`src/rtl/amci_stream_writer.sv`:
```
// rtl/amci_stream_writer.sv - AXI-Stream to AMCI single-beat ring writer
// Writes each accepted beat to the next word of a ring and tracks write-response errors.
module amci_stream_writer #(
  parameter int AXI_DATA_WIDTH = 32,
  parameter int AXI_ADDR_WIDTH = 32,
  parameter int COUNT_WIDTH    = 16
) (
  input  logic                      clk,
  input  logic                      resetn,
  input  logic [AXI_ADDR_WIDTH-1:0] BASE_ADDR,
  input  logic [COUNT_WIDTH-1:0]    MAX_WORDS,
  input  logic                      START,
  input  logic [AXI_DATA_WIDTH-1:0] AXIS_TDATA,
  input  logic                      AXIS_TVALID,
  input  logic                      AXIS_TLAST,
  output logic                      AXIS_TREADY,
  output logic [AXI_ADDR_WIDTH-1:0] AMCI_WADDR,
  output logic [AXI_DATA_WIDTH-1:0] AMCI_WDATA,
  output logic [2:0]                AMCI_WSIZE,
  output logic                      AMCI_WRITE,
  input  logic [1:0]                AMCI_WRESP,
  input  logic                      AMCI_WIDLE,
  output logic                      BUSY,
  output logic                      DONE,
  output logic [COUNT_WIDTH-1:0]    WORDS_WRITTEN,
  output logic                      ERR,
  output logic [AXI_ADDR_WIDTH-1:0] ERR_ADDR
);

  localparam int WSIZE = $clog2(AXI_DATA_WIDTH / 8);

  localparam logic [1:0] IDLE      = 2'd0;
  localparam logic [1:0] WAIT_DATA = 2'd1;
  localparam logic [1:0] WAIT_DONE = 2'd2;

  logic [1:0]                state_q, state_d;
  logic [AXI_ADDR_WIDTH-1:0] base_q, base_d;
  logic [COUNT_WIDTH-1:0]    max_q, max_d;
  logic [COUNT_WIDTH-1:0]    index_q, index_d;
  logic                      tready_q, tready_d;
  logic [AXI_ADDR_WIDTH-1:0] waddr_q, waddr_d;
  logic [AXI_DATA_WIDTH-1:0] wdata_q, wdata_d;
  logic                      write_q, write_d;
  logic                      last_q, last_d;
  logic                      done_q, done_d;
  logic [COUNT_WIDTH-1:0]    words_q, words_d;
  logic                      err_q, err_d;
  logic [AXI_ADDR_WIDTH-1:0] err_addr_q, err_addr_d;

  logic [COUNT_WIDTH-1:0]    index_inc;
  logic [AXI_ADDR_WIDTH-1:0] byte_off;

  // MAX_WORDS=0 needs no special case: index_inc wraps to 0 exactly at 2^CW.
  assign index_inc = index_q + 1'b1;
  assign byte_off  = AXI_ADDR_WIDTH'(index_q) << WSIZE;

  always_comb begin
    state_d    = state_q;
    base_d     = base_q;
    max_d      = max_q;
    index_d    = index_q;
    tready_d   = tready_q;
    waddr_d    = waddr_q;
    wdata_d    = wdata_q;
    write_d    = 1'b0;
    last_d     = last_q;
    done_d     = 1'b0;
    words_d    = words_q;
    err_d      = err_q;
    err_addr_d = err_addr_q;
    case (state_q)
      IDLE: begin
        if (START) begin
          base_d   = BASE_ADDR;
          max_d    = MAX_WORDS;
          index_d  = '0;
          words_d  = '0;
          err_d    = 1'b0;
          tready_d = 1'b1;
          state_d  = WAIT_DATA;
        end
      end
      WAIT_DATA: begin
        if (AXIS_TVALID && tready_q) begin
          waddr_d  = base_q + byte_off;
          wdata_d  = AXIS_TDATA;
          last_d   = AXIS_TLAST;
          write_d  = 1'b1;
          tready_d = 1'b0;
          state_d  = WAIT_DONE;
        end
      end
      WAIT_DONE: begin
        // The master's idle flag is stale while our own pulse is still out.
        if (!write_q && AMCI_WIDLE) begin
          words_d = words_q + 1'b1;
          index_d = (index_inc == max_q) ? '0 : index_inc;
          if (AMCI_WRESP != 2'b00) begin
            err_d = 1'b1;
            if (!err_q) err_addr_d = waddr_q;
          end
          if (last_q) begin
            done_d  = 1'b1;
            state_d = IDLE;
          end else begin
            tready_d = 1'b1;
            state_d  = WAIT_DATA;
          end
        end
      end
      default: begin
        tready_d = 1'b0;
        state_d  = IDLE;
      end
    endcase
  end

  always_ff @(posedge clk or negedge resetn) begin
    if (!resetn) begin
      state_q    <= IDLE;
      base_q     <= '0;
      max_q      <= '0;
      index_q    <= '0;
      tready_q   <= 1'b0;
      waddr_q    <= '0;
      wdata_q    <= '0;
      write_q    <= 1'b0;
      last_q     <= 1'b0;
      done_q     <= 1'b0;
      words_q    <= '0;
      err_q      <= 1'b0;
      err_addr_q <= '0;
    end else begin
      state_q    <= state_d;
      base_q     <= base_d;
      max_q      <= max_d;
      index_q    <= index_d;
      tready_q   <= tready_d;
      waddr_q    <= waddr_d;
      wdata_q    <= wdata_d;
      write_q    <= write_d;
      last_q     <= last_d;
      done_q     <= done_d;
      words_q    <= words_d;
      err_q      <= err_d;
      err_addr_q <= err_addr_d;
    end
  end

  assign AXIS_TREADY   = tready_q;
  assign AMCI_WADDR    = waddr_q;
  assign AMCI_WDATA    = wdata_q;
  assign AMCI_WSIZE    = 3'(WSIZE);
  assign AMCI_WRITE    = write_q;
  assign BUSY          = (state_q != IDLE);
  assign DONE          = done_q;
  assign WORDS_WRITTEN = words_q;
  assign ERR           = err_q;
  assign ERR_ADDR      = err_addr_q;

endmodule

```
`config.mk`:
```
export PLATFORM = sky130hd
export DESIGN_NAME = amci_stream_writer
export DESIGN_NICKNAME = d
export VERILOG_FILES = /design/src/rtl/amci_stream_writer.sv
export SDC_FILE = /design/constraint.sdc
export NUM_CORES = 1
export LEC_CHECK = 0
export ABC_AREA = 1
export CAP_MARGIN = 0
export CORE_UTILIZATION = 51
export CTS_CLUSTER_DIAMETER = 100
export DETAILED_ROUTE_END_ITERATION = 8
export PLACE_DENSITY = 0.78
export SETUP_SLACK_MARGIN = 0.02
export SYNTH_ARGS = -nofsm -noshare
export SYNTH_HDL_FRONTEND = slang
export SYNTH_SLANG_ARGS = --single-unit
```
`constraint.sdc`:
```
create_clock -name clk -period 2.72 [get_ports clk]
set_input_delay 0.408 -clock clk [delete_from_list [all_inputs] [get_ports clk]]
set_output_delay 0.408 -clock clk [all_outputs]
set_load 0.02 [all_outputs]
```
# Word-level counts from Yosys, hierarchy flattened
# Index checks and enable logic that the tools add are counted.
[totals]
regBits = 183
[classes]
addsub = 3
eq_ne = 8
mux = 25
n_bitwise = 1
n_reduce_logical = 14
[ops]
columns = ["op", "count"]
rows = [
  ["$mux W16", 4],
  ["$pmux W16 S2", 2],
  ["$add A16 B1 Y16 const B", 2],
  ["$add A32 B18 Y32", 1],
  ["$eq A16 B16 Y1", 1],
  ["$mux W1", 13],
  ["$reduce_and A4 Y1", 3],
  ["$ne A2 B2 Y1 const B", 5],
  ["$mux W2", 3],
  ["$pmux W2 S3", 1],
  ["$reduce_and A3 Y1", 2],
  ["$reduce_bool A2 Y1", 3],
  ["$reduce_and A2 Y1", 2],
  ["$pmux W1 S3", 1],
  ["$eq A2 B1 Y1 const B", 1],
  ["$eq A2 B2 Y1 const B", 1],
  ["$logic_and A1 B1 Y1", 2],
  ["$logic_not A2 Y1", 1],
  ["$pmux W1 S2", 1],
  ["$logic_not A1 Y1", 1],
  ["$not A1 Y1", 1],
]

# Depth between registers and ports, before layout
[depth]
depth_word = 5
mapped_depth = 15
ltp_nobuf = 15

# Least setup slack after synthesis
# OpenSTA, ideal clock, no wires.
[synth_timing]
path_type = "reg-to-reg"
startpoint = "reg index_q[1]"
endpoint = "reg index_q[10]"
arrival_time_ps = 1887
required_time_ps = 2604
setup_slack_ps = 717
stages_incl_launch_ff = 15
n_path_buf = 2
period_less_slack_ps = 2003
path_cell_list = "dfrtp_1 > ha_1 > clkbuf_2 > or2_2 > nand2_1 > nand2_1 > nand2_1 > nand3_1 > nor2_1 > nand3_1 > nor2_2 > nand3_4 > buf_6 > nand2_2 > nand2_1"
[synth_via]
elab_chain_cells = 5
[synth_rtl]
columns = ["element", "line_no", "source"]
rows = [
  ["start, declared", "39", "logic [COUNT_WIDTH-1:0] index_q, index_d;"],
  ["start signal, assigned", "137", "index_q <= index_d;"],
  ["$add A16 B1 Y16 *", "54", "assign index_inc = index_q + 1'b1;"],
  ["$eq A16 B16 Y1", "97", "index_d = (index_inc == max_q) ? '0 : index_inc;"],
  ["$mux W16 *", "97", ""],
  ["$mux W16 *", "95", "if (!write_q && AMCI_WIDLE) begin"],
  ["$pmux W16 S2 *", "71", "case (state_q)"],
]
# Every way passes the cells marked *; elsewhere a longest branch is shown, timed or not. The select of a mux whose other input is x is not followed.
# A chain may end at the register's enable or synchronous reset.

# Worst setup path after layout
[layout_timing]
startpoint = "reg index_q[1]"
endpoint = "reg index_q[0]"
[layout_via]
elab_chain_cells = 5
[layout_rtl]
columns = ["element", "line_no"]
rows = [
  ["$add A16 B1 Y16", "54"],
  ["$eq A16 B16 Y1", "97"],
  ["$mux W16", "97"],
  ["$mux W16", "95"],
  ["$pmux W16 S2", "71"],
]
# No other way between the ends. The select of a mux whose other input is x is not followed.

==> results.ini <==
[outcome]
status = complete, but fails checks
violations = hold timing

[pwr]
p_leak_nw = 5.80
p_sw_mw = 4.96
p_seq_share_pct = 35.9
power.share.switching_pct = 39.8
pwr-share-comb_pct = 43.9
internal_power_mw = 7.50
power_density_mw_per_mm2 = 1030
p_clk_share_pct = 20.2
max-vdd-ir-drop_uv = 558

[timing]
finalHoldViolations = 2
maxSlewHeadroom_pct = 53.7
setup_tns_ns = 0
fmax_ghz = 0.418
hold_slack_ns = -0.00523
clock_skew_ns = 0.0135
slew_violations = 0
rsz0062_at_grt = no
layout_setup_ws_ns = 0.328
period_needed_ns = 2.39
setup_violations = 0
min_period_over_period_pct = 87.9
tightestPinTransition_ns = 0.695

[clocking]
clk_pin_slew_ns = 0.07
cts-root-buf = clkbuf_16
cts-buffers-inserted = 17
clockBufferDepth = 2
clock_latency_ns = 0.44
cts_tree = built
post_cts_resized = 0
hold_buffers = 0
cts_setup_buffers = 0
clock-sinks = 183
htreeDepth = 4

[min_path]
min_path_type = in2async

[worst_setup_path]
slowest_delay_ns = 0.45
r2r-start = index_q[1]
critPathArrivalTime_ns = 2.72
criticalPathCategory = reg2reg
crit_buf_inv = 0
cp_slowest_cell = dfrtp_1
worstPathCellList = ha_1 -> nand3_1 -> nor2_2 -> nand3_1 -> nand2_1 -> nand3_1 -> nand2_1 -> nand2_1 -> nor2_2 -> nand3_4 -> nand2_1 -> nand2_1
crit_top_cell = nand2_1
critical_path_required_ns = 3.05
crit_family = simple AND/OR/NAND/NOR gates
r2r_slack_ns = 0.33
crit_end = index_q[0]
startpoint_type = flop
path_max_fanout = 16
ff2ff_path_depth = 12
cp-startpoint = index_q[1]
r2r_end = index_q[0]
cp.depth = 12
crit_path_end_kind = flop

[logic_synthesis]
synth_common_cells = nand2_1 (433), dfrtp_1 (183), inv_1 (112), o21ai_0 (93), nand3_1 (74)
avgSynthCellArea_sq_um = 7.83
async_reset_ff_share_pct = 100
yosysUniqueCellTypes = 44
synth_area_sq_mm = 0.00911
synthCells = 1164
synth.largest_area_cell = dfrtp_1
ys_warn_count = 0
synth-edff-count = 0
yosysSeqAreaShare_pct = 50.3
synth_area_leaders = dfrtp_1 (50%), nand2_1 (18%), o21ai_0 (5.1%)
ys.flop_type = dfrtp_1
yosysMostFrequentCell = nand2_1
yosys.area.top_type_share_pct = 50.3
yosys_register_bits = 183

[drt]
viasPerCell = 5.08
dr.pass1.iters = 5
drc = 0
dr.first_iter.drc_count = 591
wire_per_inst_um = 14.5
routed-via-count = 8149
ant_nets = 0
drt-total-wl_um = 23200

[placement]
port_buffers = 204
globalplace.congestion = 0.895
dp_slack_ns = 0.273
dpl.hpwl_um = 17000

[global_route]
overflow = 0
first_global_vias = 7607
grt_pass1_wl_um = 37100
grtUsageTotal_pct = 25.9
antenna_found_initial = 0
grt_max_degree = 82

[die]
start_util_pct = 52.5
die_area_sq_mm = 0.0184
core_area_sq_mm = 0.0174
io_pins = 208
dieHeight_um = 136
rows = 48
die_x_um = 136

[finish]
synthToLayoutAreaGrowth_pct = 32.3
n_antenna_cell = 0
layout.nets = 1472
drive_gt1_share_pct = 7.26

[run]
cap_violations = 0

==> final cells by class <==
type / instances / area [sq um]
Fill cell: 1409 / 5300
Inverter: 120 / 450
Tap cell: 225 / 282
Sequential cell: 183 / 4580
Clock inverter: 14 / 164
Timing Repair Buffer: 220 / 2240
Multi-Input combinational cell: 823 / 3900
Clock buffer: 18 / 439
==> state kept, by name, summed over array words and instances, names as in the netlist <==
name and count:
last_q 1, AMCI_WDATA 32, WORDS_WRITTEN 16, AXIS_TREADY 1, DONE 1, ERR_ADDR 32, state_q 2, max_q 16
AMCI_WADDR 32, AMCI_WRITE 1, index_q 16, base_q 32, ERR 1
==> worst min path at each step <==
stage	start	endpoint	slack, ns	cells past startpoint
global route	resetn	ERR_ADDR[28]	0.06	1
detailed placement	AMCI_WDATA[22]	AMCI_WDATA[22]	0.46	2
finish	resetn	ERR_ADDR[29]	-0.005	1
global placement	AMCI_WDATA[12]	AMCI_WDATA[12]	0.46	2
CTS	resetn	ERR_ADDR[28]	0.02	1
floorplan	resetn	AMCI_WADDR[0]	0.11	0
==> metal layers <==
metal / vias to the layer above / wire, um / global-route usage [%]
met2: 256 / 11300 / 43.4
met5: - / 0 / 0
met4: 0 / 382 / 8.61
li1: 4085 / - / -
met1: 3773 / 10300 / 34.2
met3: 35 / 1190 / 4.12
==> kinds of logic after synthesis <==
logic type,Yosys count,share of synthesized area (%)
simple gates,636,29.1
flops,183,50.3
buf+inv,159,6.96
compound gates,141,8.06
fa+ha+maj,19,2.69
xor+xnor,12,1.32
mux,12,1.48
other cells,2,0.0824
==> power by group through the flow <==
| stage | Clock, mW | Combinational, mW | Sequential (mW) |
|---|---|---|---|
| 3_5_place_dp | 0 | 5.47 | 4.51 |
| 2_1_floorplan | 0 | 2.30 | 5.19 |
| 3_3_place_gp | 0 | 5.34 | 4.48 |
| 5_1_grt | 2.68 | 6.01 | 4.60 |
| 6_report | 2.52 | 5.47 | 4.47 |
| 4_1_cts | 2.56 | 5.52 | 4.47 |
==> through the flow <==
step | hold WS (ns) | std cells | power, mW | util (%) | instance area, sq um
2_1_floorplan | 0.112 | 1165 | 7.49 | - | 9110
5_1_grt | 0.0566 | 1603 | 13.3 | 69.5 | 12100
3_5_place_dp | 0.464 | 1571 | 9.98 | 66.0 | 11500
4_1_cts | 0.0221 | 1603 | 12.5 | 69.5 | 12100
3_3_place_gp | 0.461 | 1571 | 9.82 | 66.0 | 11500
6_report | -0.00523 | 1603 | 12.5 | 69.5 | 12100
==> cell usage in the layout, fill, tap and decap left out, types with 2 or more instances in the layout <==
| cell type | count |
|---|---|
| a21oi_1 | 33 |
| buf_12 | 6 |
| buf_4 | 10 |
| bufinv_16 | 2 |
| clkbuf_16 | 17 |
| clkdlybuf4s50_1 | 203 |
| clkinv_2 | 3 |
| clkinvlp_4 | 2 |
| conb_1 | 3 |
| dfrtp_1 | 183 |
| ha_1 | 18 |
| inv_1 | 112 |
| inv_2 | 7 |
| inv_6 | 4 |
| inv_8 | 2 |
| mux2_1 | 4 |
| mux2_2 | 8 |
| nand2_1 | 432 |
| nand2_2 | 18 |
| nand3_1 | 74 |
| nand3b_1 | 3 |
| nand4_1 | 12 |
| nor2_1 | 64 |
| nor2_2 | 10 |
| nor2_4 | 2 |
| nor3_1 | 12 |
| nor4_1 | 2 |
| o21ai_0 | 93 |
| o21ai_1 | 3 |
| o22ai_1 | 4 |
| or2_2 | 4 |
| xnor2_1 | 6 |
| xor2_1 | 5 |
Power figures use the tool's default switching activity.
